## src/rtl/adc_osr_filter_if.sv

```systemverilog
// Sample/result bundle between the SAR ADC core side and the oversampling decimator.
// The master drives mode and samples; the slave returns the normalized result and completion flag.
interface adc_osr_filter_if;
  logic [2:0]  osr_mode_in;
  logic [9:0]  data_in;
  logic [15:0] data_out;
  logic        conversion_finished_osr_out;

  modport master (
    output osr_mode_in,
    output data_in,
    input  data_out,
    input  conversion_finished_osr_out
  );

  modport slave (
    input  osr_mode_in,
    input  data_in,
    output data_out,
    output conversion_finished_osr_out
  );
endinterface

```

## src/rtl/adc_osr_filter.sv

```systemverilog
// Oversampling decimator: sums 1/4/16/64/256 ADC samples and emits a 14-bit normalized result.
// Clocked by the ADC data-valid strobe, so every rising edge is exactly one sample.
module adc_osr_filter (
  input  logic               data_valid_strobe,
  input  logic               rst_n,
  adc_osr_filter_if.slave    bus
);

  logic [2:0]  mode_q;
  logic [2:0]  mode_eff;
  logic [17:0] acc_q;
  logic [7:0]  cnt_q;
  logic [15:0] data_out_q;
  logic        fin_q;

  logic        restart;
  logic [17:0] acc_eff;
  logic [7:0]  cnt_eff;
  logic [7:0]  n_last;
  logic [17:0] sum;
  logic [15:0] norm;

  // Unused encodings 5..7 fold onto 1x, so moving between them never restarts a window.
  always_comb begin
    mode_eff = bus.osr_mode_in;
    if (bus.osr_mode_in > 3'd4) mode_eff = 3'd0;
  end

  always_comb begin
    n_last = 8'd0;
    case (mode_eff)
      3'd1:    n_last = 8'd3;
      3'd2:    n_last = 8'd15;
      3'd3:    n_last = 8'd63;
      3'd4:    n_last = 8'd255;
      default: n_last = 8'd0;
    endcase
  end

  // A mode change turns the current sample into sample 1 of a fresh window.
  always_comb begin
    restart = (mode_eff != mode_q);
    acc_eff = restart ? 18'd0 : acc_q;
    cnt_eff = restart ? 8'd0  : cnt_q;
    sum     = acc_eff + {8'd0, bus.data_in};
  end

  always_comb begin
    norm = 16'd0;
    case (mode_eff)
      3'd1:    norm = {2'b00, sum[11:0], 2'b00};
      3'd2:    norm = {2'b00, sum[13:0]};
      3'd3:    norm = {2'b00, sum[15:2]};
      3'd4:    norm = {2'b00, sum[17:4]};
      default: norm = {2'b00, bus.data_in, 4'b0000};
    endcase
  end

  always_ff @(posedge data_valid_strobe) begin
    if (rst_n) begin
      mode_q     <= 3'd0;
      acc_q      <= 18'd0;
      cnt_q      <= 8'd0;
      data_out_q <= 16'd0;
      fin_q      <= 1'b0;
    end else begin
      mode_q <= mode_eff;
      if (cnt_eff == n_last) begin
        data_out_q <= norm;
        fin_q      <= 1'b1;
        acc_q      <= 18'd0;
        cnt_q      <= 8'd0;
      end else begin
        acc_q <= sum;
        cnt_q <= cnt_eff + 8'd1;
        fin_q <= 1'b0;
      end
    end
  end

  assign bus.data_out                    = data_out_q;
  assign bus.conversion_finished_osr_out = fin_q;

endmodule

```

## src/flat_wrapper.sv

```systemverilog
// flat-port wrapper written by rule: the top's interface ports become plain ports
module adc_osr_filter_flat 
  (data_valid_strobe, rst_n, bus_osr_mode_in, bus_data_in, bus_data_out, bus_conversion_finished_osr_out);
  adc_osr_filter_if bus_i ();
  input  logic data_valid_strobe;
  input  logic rst_n;
  input wire logic [$bits(bus_i.osr_mode_in)-1:0] bus_osr_mode_in;
  input wire logic [$bits(bus_i.data_in)-1:0] bus_data_in;
  output wire logic [$bits(bus_i.data_out)-1:0] bus_data_out;
  output wire logic [$bits(bus_i.conversion_finished_osr_out)-1:0] bus_conversion_finished_osr_out;
  assign bus_i.osr_mode_in = bus_osr_mode_in;
  assign bus_i.data_in = bus_data_in;
  assign bus_data_out = bus_i.data_out;
  assign bus_conversion_finished_osr_out = bus_i.conversion_finished_osr_out;
  adc_osr_filter u_core (.data_valid_strobe(data_valid_strobe), .rst_n(rst_n), .bus(bus_i));
endmodule
```

## config.mk

```make
export PLATFORM = sky130hd
export DESIGN_NAME = adc_osr_filter_flat
export DESIGN_NICKNAME = d
export VERILOG_FILES = /design/src/rtl/adc_osr_filter_if.sv /design/src/rtl/adc_osr_filter.sv /design/src/flat_wrapper.sv
export SDC_FILE = /design/constraint.sdc
export NUM_CORES = 1
export LEC_CHECK = 0
export ABC_AREA = 1
export BUFFER_PORTS_ARGS = -buffer_cell sky130_fd_sc_hd__buf_4
export CORE_MARGIN = 5
export CORE_UTILIZATION = 60
export CTS_CLUSTER_SIZE = 24
export DETAILED_ROUTE_END_ITERATION = 12
export MAX_ROUTING_LAYER = met4
export PLACE_DENSITY = 0.78
export SETUP_SLACK_MARGIN = 0.5
export SKIP_LAST_GASP = 1
export SYNTH_ARGS = -nofsm -noshare
export SYNTH_HDL_FRONTEND = slang
export SYNTH_SLANG_ARGS = --single-unit
```

## constraint.sdc

```tcl
create_clock -name data_valid_strobe -period 9.25 [get_ports data_valid_strobe]
set_clock_uncertainty 0.05 [all_clocks]
set_input_delay 1.85 -clock data_valid_strobe [delete_from_list [all_inputs] [get_ports data_valid_strobe]]
set_output_delay 1.85 -clock data_valid_strobe [all_outputs]
set_load 0.03 [all_outputs]
```

Yosys cells after proc, flatten, opt, wreduce, memory -nomap -nowiden:

Index checks and enable logic that the tools add are counted.

* bits of input ports: 15
* register bits: 46
* output and inout bits: 17
* word-level logic and storage cells: 21

* add/subtract/negate cells: 2
* magnitude comparators: 1
* eq/ne operators: 6
* reductions and logical operators: 1
* multiplexer cells: 6

Operator list (count)
* 14-bit one-hot mux with 4 select lines: 1
* 8-bit one-hot mux with 4 select lines: 1
* 18-bit by 10-bit adder with 18-bit output: 1
* 18-bit 2-to-1 mux: 1
* 8-bit by 1-bit adder with 8-bit output, second input constant: 1
* 8-bit == test: 1
* 8-bit 2-to-1 mux: 1
* 3-bit by 2-bit == test with 1-bit output, second input constant: 2
* 3-bit by 1-bit == test with 1-bit output, second input constant: 1
* 3-bit == test, second input constant: 1
* 3-bit > comparator, second input constant: 1
* 3-bit 2-to-1 mux: 1
* 3-bit != test: 1
* 2-bit OR reduction: 1
* 1-bit 2-to-1 mux: 1

Depth between registers and ports, before layout:

Gate-level depths: netlist (run 1).

* depth after elaboration: 6
* depth in mapped cells: 29
* gate-level depth less buffers: 27

Worst setup path before layout (run 1):

No wires, ideal clock.

* path kind: input to register
* from: in bus_osr_mode_in[0]
* to: reg u_core.data_out_q[10] (netlist: u_core.bus.data_out[10])
* buffers on the path: 2
* data arrival time: 4.544 ns
* required time: 9.088 ns
* path slack: 4.544 ns
* stages: 27
* library setup time: 0.112 ns
* cell sequence: inv_1 nand3_2 nand2_1 nand2_1 nor2_2 nand2_2 buf_6 clkbuf_1 nor2_1 ha_1 inv_1 fa_1 inv_1 nand3_1 nand2_1 nand2_1 nand2_1 nand2_1 nand2_1 nand3_1 nor2_1 nand2_1 and2_1 nand2_1 nand2_1 nand2_1 nand2_1

* cells in the longest elaborated chain, start to end: 6
* elaborated cells between the ends (all ways): 13
* classes of those cells: add/sub (1); order compare (1); eq/ne (6); mux (5)

Ends and longest elaborated chain
* from (decl): line flat_wrapper.sv:7 `input wire logic [$bits(bus_i.osr_mode_in)-1:0] bus_osr_mode_in;`
* 3-bit > comparator: line adc_osr_filter.sv:26 `if (bus.osr_mode_in > 3'd4) mode_eff = 3'd0;`
* 3-bit 2-to-1 mux (*): line adc_osr_filter.sv:26
* 3-bit != test: line adc_osr_filter.sv:42 `restart = (mode_eff != mode_q);`
* 18-bit 2-to-1 mux: line adc_osr_filter.sv:43 `acc_eff = restart ? 18'd0 : acc_q;`
* 18-bit by 10-bit adder with 18-bit output: line adc_osr_filter.sv:45 `sum = acc_eff + {8'd0, bus.data_in};`
* 14-bit one-hot mux with 4 select lines: line adc_osr_filter.sv:50 `case (mode_eff)`
* to (signal assigned): line adc_osr_filter.sv:69 `data_out_q <= norm;`
* to (decl): line adc_osr_filter.sv:13 `logic [15:0] data_out_q;`

Every way passes the cells marked *; elsewhere a longest branch is shown, timed or not.
A chain may end at the register's enable or synchronous reset.

Worst setup path after layout (run 1):

Same ends and word-level chain as after synthesis.

==> flow_summary.json, run 1 <==
{
  "outcome": "completed",
  "max_stage_delay_ns": 0.40,
  "critPathKind": "input port to register",
  "p_leak_uw": 0.00157,
  "p_per_area_mw_per_mm2": 140,
  "slowest_stage": "fa_1",
  "path_common_cell": "nand2_1",
  "grt.total_usage_pct": 25.7,
  "vias": 2956,
  "insertion_delay_ns": 0.30,
  "antenna_left": 0,
  "worstPathBufferInverterCount": 4,
  "initialDrtViolationCount": 232,
  "reg2reg_slack_ns": 5.81,
  "synthTopCellsByArea": "dfxtp_1, nand2_1, nor2_1",
  "antenna_found_initial": 0,
  "wl_per_cell_um": 13.4,
  "synth-edff-count": 0,
  "first_global_vias": 2719,
  "fin_crit_ns": 5.13,
  "r2r-end": "u_core.bus.data_out[10]",
  "hpwlAfterDp_mm": 5.55,
  "synth_fa_ha_area_share_pct": 5.49,
  "clock_sinks": 44,
  "synthesis.area_mm2": 0.00287,
  "syn-mean-instance-area_um2": 6.15,
  "cts_setup_buffers": 0,
  "crit_fanout": 22,
  "cts_buffers": 5,
  "fmax_mhz": 195,
  "core_area_mm2": 0.00469,
  "setup_tns_ns": 0,
  "critPathRequiredTime_ns": 9.40,
  "slew_headroom_pct": 55.5,
  "globalplace.congestion": 0.965,
  "synth_cells": 467,
  "grt_max_degree": 28,
  "area_growth_pct": 10.6,
  "root_buffer": "clkbuf_8",
  "synth_cell_type_count": 34,
  "yosysWarningCount": 0,
  "grt_overflow": 0,
  "diodes": 0,
  "cp-end-kind": "register",
  "irDropWorstVdd_v": 0.0000810,
  "hold_start": "u_core.bus.data_out[3]",
  "yosysTopAreaCellShare_pct": 30.6,
  "cts.clk_slew.worst_paths_ns": 0.08,
  "min_path_cells": 2,
  "die_x_um": 79.2,
  "synthFlopType": "dfxtp_1",
  "timing.rr.start": "u_core.mode_q[2]",
  "drc_errors": 0,
  "hold_path_end": "u_core.bus.data_out[3]",
  "ys_seq_elements": 44,
  "reg2reg_depth": 24,
  "synth-compound-area-share_pct": 9.66,
  "fillCellCount": 458,
  "design_area_mm2": 0.00318,
  "async_reset_ff_share_pct": 0,
  "tightestPinTransition_ns": 0.666,
  "synth_xor_area_share_pct": 2.74,
  "first_pass_iters": 7,
  "initial_utilization_pct": 61.3,
  "yosys.area_share.simple_pct": 39.7,
  "drt-total-wl_mm": 7.32,
  "ys_seq_area_share_pct": 30.6,
  "setup_viol": 0,
  "min_path_type": "register to register",
  "rsz0062_at_grt": "no",
  "rows": 25,
  "worst-path-stages": 26,
  "portBuffers": 29,
  "crit_family": "simple AND/OR/NAND/NOR gates",
  "maxCapViolCount": 0,
  "crit_arrival_ns": 5.28,
  "die_h_um": 79.2,
  "grt_first_pass_wirelength_mm": 12.4,
  "cts_buffer_depth": 2,
  "finalCritPeriodShare_pct": 55.4,
  "startpoint_type": "input port",
  "hold_viol_final": 0,
  "synthMuxAreaShare_pct": 0,
  "final_common_cell": "nand2_1",
  "yosysTopAreaCell": "dfxtp_1",
  "via_per_inst": 5.39,
  "htreeDepth": 2,
  "final_cell_mix": "nand2_1, nor2_1, inv_1, dfxtp_1, nand3_1",
  "drive_gt1_share_pct": 11.5,
  "nets": 521,
  "die-area_mm2": 0.00627,
  "synth_top_family_by_area": "simple AND/OR/NAND/NOR gates",
  "hold_buffers": 0,
  "finalMaxSlewViolations": 0,
  "num_io_pins": 32,
  "post_cts_resized": 0,
  "place_area_mm2": 0.00310,
  "cts_tree": "done"
}
## tightest hold or removal path: cells and delay by family, from the launching register on
family	cells	cell delay [ns]
flip-flops	1	0.31
AND/OR/NAND/NOR	2	0.10
## where the power goes
group / switching [uW] / internal, uW / total, uW
logic: 85.2 / 39.4 / 125
clock network: 63.7 / 51.4 / 115
registers: 4.70 / 201 / 206
total: 154 / 292 / 446
## kinds of logic after synthesis
family,after synthesis
flops,44
compound gates,48
xor+xnor,9
buf+inv,82
simple gates,271
other cells,1
fa+ha+maj,12
## worst max path at each step
stage / start / endpoint
3_3_place_gp: bus_osr_mode_in[0] / u_core.bus.data_out[10]
3_5_place_dp: bus_osr_mode_in[0] / u_core.bus.data_out[10]
4_1_cts: bus_osr_mode_in[0] / u_core.bus.data_out[10]
2_1_floorplan: bus_osr_mode_in[0] / u_core.bus.data_out[10]
5_1_grt: bus_osr_mode_in[0] / u_core.bus.data_out[12]
6_report: bus_osr_mode_in[0] / u_core.bus.data_out[10]
## registers in the layout, summed over array words and instances (netlist names)
register / count
u_core.acc_q: 18
u_core.bus.conversion_finished_osr_out: 1
u_core.cnt_q: 8
u_core.bus.data_out: 14
u_core.mode_q: 3
## through the flow
step | hold slack (ns) | power, uW | utilization [%] | worst slack (ns) | std cells
floorplan | 0.417 | 300 | - | 4.54 | 468
CTS | 0.406 | 447 | 67.7 | 4.17 | 548
global placement | 0.383 | 331 | 66.1 | 4.05 | 541
detailed placement | 0.393 | 333 | 66.1 | 3.86 | 541
finish | 0.404 | 446 | 67.7 | 4.12 | 548
global route | 0.427 | 473 | 67.7 | 3.70 | 548
## Yosys cell counts (2+ instances only)
master,count
nor2_2,5
a21oi_1,12
o211ai_1,3
o21bai_1,2
o22ai_1,10
nand2_1,130
buf_4,2
ha_1,11
xnor2_1,5
nand3_2,2
nor2_1,86
a211oi_1,2
o21ai_1,7
nand2_2,3
buf_2,2
nand3b_1,2
clkbuf_1,4
nand4_1,6
inv_2,6
and2_1,3
xor2_1,4
dfxtp_1,44
o21ai_0,10
nor2_4,2
inv_1,65
nand3_1,30
buf_6,2
## cell type report
type | instances | area (um^2) | share of cell area (%)
Multi-Input combinational cell | 342 | 1660 | 52.4
Sequential cell | 44 | 881 | 27.7
Inverter | 72 | 270 | 8.50
Timing Repair Buffer | 29 | 218 | 6.85
Clock buffer | 6 | 72.6 | 2.28
Tap cell | 54 | 67.6 | 2.13
Clock inverter | 1 | 5.00 | 0.157
## layer usage
layer	part of all wire, %	track usage (%)
met1	48	34.4
met2	44	39.6
met3	6.4	3.97
met4	1.5	8.76
met5	0	-
(Power assumes the default switching activity.)
==> run 2, diff against run 1 <==
- ABC_AREA: 1 -> 0
- CORE_UTILIZATION: 60 -> 59
- PLACE_DENSITY: 0.78 -> 0.77
- clock period: 9.25 -> 4.9 ns (I/O delays scaled with it)
==> run 2 against run 1 <==
Against the previous run: synthesized area increased by 7.4%; first-iteration DRC count increased by 44%; final cell count decreased by 12%; sequential cell count unchanged; die area increased by 8.0%; sequential share of layout area decreased by 3.2 points; hold slack got worse by 0.0031 ns; global-route usage increased by 3.0 points; routed wire length increased by 23%; core utilization increased by 2.5 points; non-clock buffer count increased by 11; cell area increased by 13%; critical endpoint is now u_core.bus.data_out[6]; highest routed layer unchanged.
==> flow_summary.json, run 2 <==
{
  "first_global_vias": 2934,
  "p_int_uw": 644,
  "slew_headroom_pct": 43.0,
  "grt_first_pass_wirelength_mm": 14.5,
  "crit_fanout": 20,
  "drc_errors": 0,
  "worstPathCellList": "buf_4, xor2_1, or4_4, nand2_4, and2_1, ha_1, inv_1, fa_1, nor2b_1, o211ai_1, a31oi_2, xnor2_2, mux4_2, mux2i_1, a22o_1",
  "use_met3_pct": 3.80,
  "cts_buffer_depth": 2,
  "die-area_mm2": 0.00678,
  "fillCellCount": 453,
  "die_h_um": 82.3,
  "synth_cell_type_count": 74,
  "synth_cells": 387,
  "p_per_area_mw_per_mm2": 270,
  "reg2reg_slack_ns": 0.92,
  "p_seq_share_pct": 40.4,
  "synthTopCellsByArea": "dfxtp_1, nor2_1, ha_1",
  "htreeDepth": 2,
  "nets": 440,
  "async_reset_ff_share_pct": 0,
  "slowest_stage": "or4_4",
  "p_clk_share_pct": 29.0,
  "p_comb_share_pct": 30.6,
  "portBuffers": 29,
  "critPathKind": "input port to register",
  "cts.clk_slew.worst_paths_ns": 0.09,
  "initialDrtViolationCount": 334,
  "crit_arrival_ns": 4.51,
  "ys_seq_elements": 44,
  "grt_overflow": 0,
  "startpoint_type": "input port",
  "top_usage_layer": "met2",
  "grt_max_degree": 28,
  "rows": 26,
  "antenna_left": 0,
  "hold_path_end": "u_core.bus.data_out[13]",
  "insertion_delay_ns": 0.30,
  "area_growth_pct": 16.2,
  "yosys.cell_count.top_type": "dfxtp_1",
  "setup_tns_ns": 0,
  "clock_sinks": 44,
  "drt-total-wl_mm": 8.99,
  "antenna_found_initial": 0,
  "initial_utilization_pct": 60.4,
  "synth-compound-area-share_pct": 26.1,
  "grt.total_usage_pct": 28.7,
  "seq_area_um2": 881,
  "synth_fa_ha_area_share_pct": 5.11,
  "cts_buffers": 5,
  "largest_reg_flops": 18,
  "fin_crit_ns": 4.31,
  "sw_frac_of_total_pct": 33.6,
  "synthFlopType": "dfxtp_1",
  "setup_viol": 0,
  "maxCapViolCount": 0,
  "rsz0062_at_grt": "no",
  "ys_seq_area_share_pct": 28.5,
  "synth_xor_area_share_pct": 6.24,
  "fmax_mhz": 232,
  "min_path_cells": 2,
  "yosys.area_share.simple_pct": 24.8,
  "first_pass_iters": 5,
  "synth-edff-count": 0,
  "finalCritPeriodShare_pct": 87.9,
  "final_cell_mix": "dfxtp_1, nor2_1, buf_4, nand2_1, a21oi_1",
  "core_area_mm2": 0.00511,
  "root_buffer": "clkbuf_8",
  "yosysTopAreaCellShare_pct": 28.5,
  "wl_per_cell_um": 18.6,
  "cp-end-kind": "register",
  "hpwlAfterDp_mm": 6.45,
  "num_io_pins": 32,
  "placed_cells": 470,
  "diodes": 0,
  "tightestPinTransition_ns": 0.847,
  "critPathRequiredTime_ns": 5.10,
  "die_x_um": 82.3,
  "finalMaxSlewViolations": 0,
  "layoutNonFillerInstCount": 484,
  "startpoint": "bus_osr_mode_in[1]",
  "synthMuxAreaShare_pct": 3.45,
  "globalplace.congestion": 0.987,
  "hold_start": "u_core.bus.data_out[13]",
  "cts_tree": "done",
  "drive_gt1_share_pct": 19.8,
  "multi_input_area_mm2": 0.00215,
  "via_per_inst": 6.50,
  "synth_commonest_cells": "dfxtp_1, nor2_1, nand2_1, a21oi_1, and2_1",
  "synth_top_family_by_area": "compound AO/OA/AOI/OAI gates",
  "synthesis.area_mm2": 0.00309,
  "reg2reg_depth": 14,
  "gr-usage-met2_pct": 45.9,
  "met1_usage_pct": 38.1,
  "irDropWorstVdd_v": 0.000160,
  "yosysWarningCount": 0,
  "netSwitchingPower_uw": 326,
  "yosysTopAreaCell": "dfxtp_1",
  "vias": 3144,
  "syn-mean-instance-area_um2": 7.98,
  "min_path_type": "register to register",
  "regMostFlops": "u_core.acc_q",
  "hold_viol_final": 0,
  "p_leak_uw": 0.00142,
  "r2r-end": "u_core.bus.data_out[6]",
  "outcome": "completed",
  "max_stage_delay_ns": 0.53,
  "final_common_cell": "dfxtp_1",
  "timing.rr.start": "u_core.mode_q[2]"
}
-- run 2: changes by cell type after synthesis, sizes merged, moves of 9 or more --
cell / previous run / this run
nor2: 93 / 44
nor3: 0 / 9
and2: 3 / 19
nand2: 134 / 36
nand3: 32 / 12
inv: 71 / 12
-- run 2: cells by family after synthesis --
logic type               Yosys count
AO/OA/AOI/OAI                    109
XOR/XNOR                          22
adder cells (fa/ha/maj)           12
buffers and inverters             36
flip-flops                        44
multiplexers                       8
other                              1
AND/OR/NAND/NOR                  155
-- run 2: routing by layer --
metal	part of all wire, %	wire length, um
met2	46	4110
met1	42	3810
met3	9.3	832
met4	2.6	234
met5	0	0
-- run 2: timing repair --
item                                    in CTS  in global routing
gates cloned                                 0                  1
hold buffers                                 0                  0
pin swaps                                    0                  4
endpoints found under the hold margin        0                  0
gates resized for setup                      2                 11
buffers inserted                             0                  5
endpoints found under the setup margin       4                 11
-- run 2: cell type report --
cell class	count	area share (%)
timing repair buffer	40	8.48
clock inverter	3	1.19
tap	70	2.44
sequential	44	24.6
clock buffer	5	1.92
multi-input combinational	309	60.1
inverter	13	1.36
-- run 2: metrics by stage --
stage	area (um^2)	hold slack, ns	total power [uW]	utilization [%]	setup slack, ns
final	3590	0.401	970	70.2	0.591
after floorplan	3170	0.431	600	-	0.515
after global placement	3360	0.393	667	65.8	0.188
after detailed placement	3360	0.394	672	65.8	0.113
after global routing	3590	0.420	1010	70.2	0.462
after CTS	3490	0.406	953	68.3	0.500
-- run 2: worst max-delay path, delay by kind of cell --
| kind | cells | cell delay (ns) |
|---|---|---|
| adders and majority gates | 2 | 0.60 |
| buffers and inverters | 2 | 0.24 |
| muxes | 2 | 0.68 |
| and+or+nand+nor | 4 | 1.03 |
| xor gates and xnor gates | 2 | 0.32 |
| AOI/OAI and AO/OA | 3 | 0.65 |
-- run 2: power by group through the flow --
stage | combinational (uW) | clock (uW) | sequential [uW]
finish | 297 | 281 | 392
CTS | 276 | 285 | 392
detailed placement | 272 | 0 | 400
global placement | 268 | 0 | 400
global route | 317 | 298 | 395
floorplan | 185 | 0 | 415
-- run 2: worst max path at each step --
stage | slack [ns] | end | cells after the start
3_3_place_gp | 0.19 | u_core.bus.data_out[6] | 15
2_1_floorplan | 0.51 | u_core.bus.data_out[12] | 18
6_report | 0.59 | u_core.bus.data_out[6] | 15
3_5_place_dp | 0.11 | u_core.bus.data_out[6] | 15
5_1_grt | 0.46 | u_core.bus.data_out[6] | 15
4_1_cts | 0.50 | u_core.bus.data_out[10] | 16
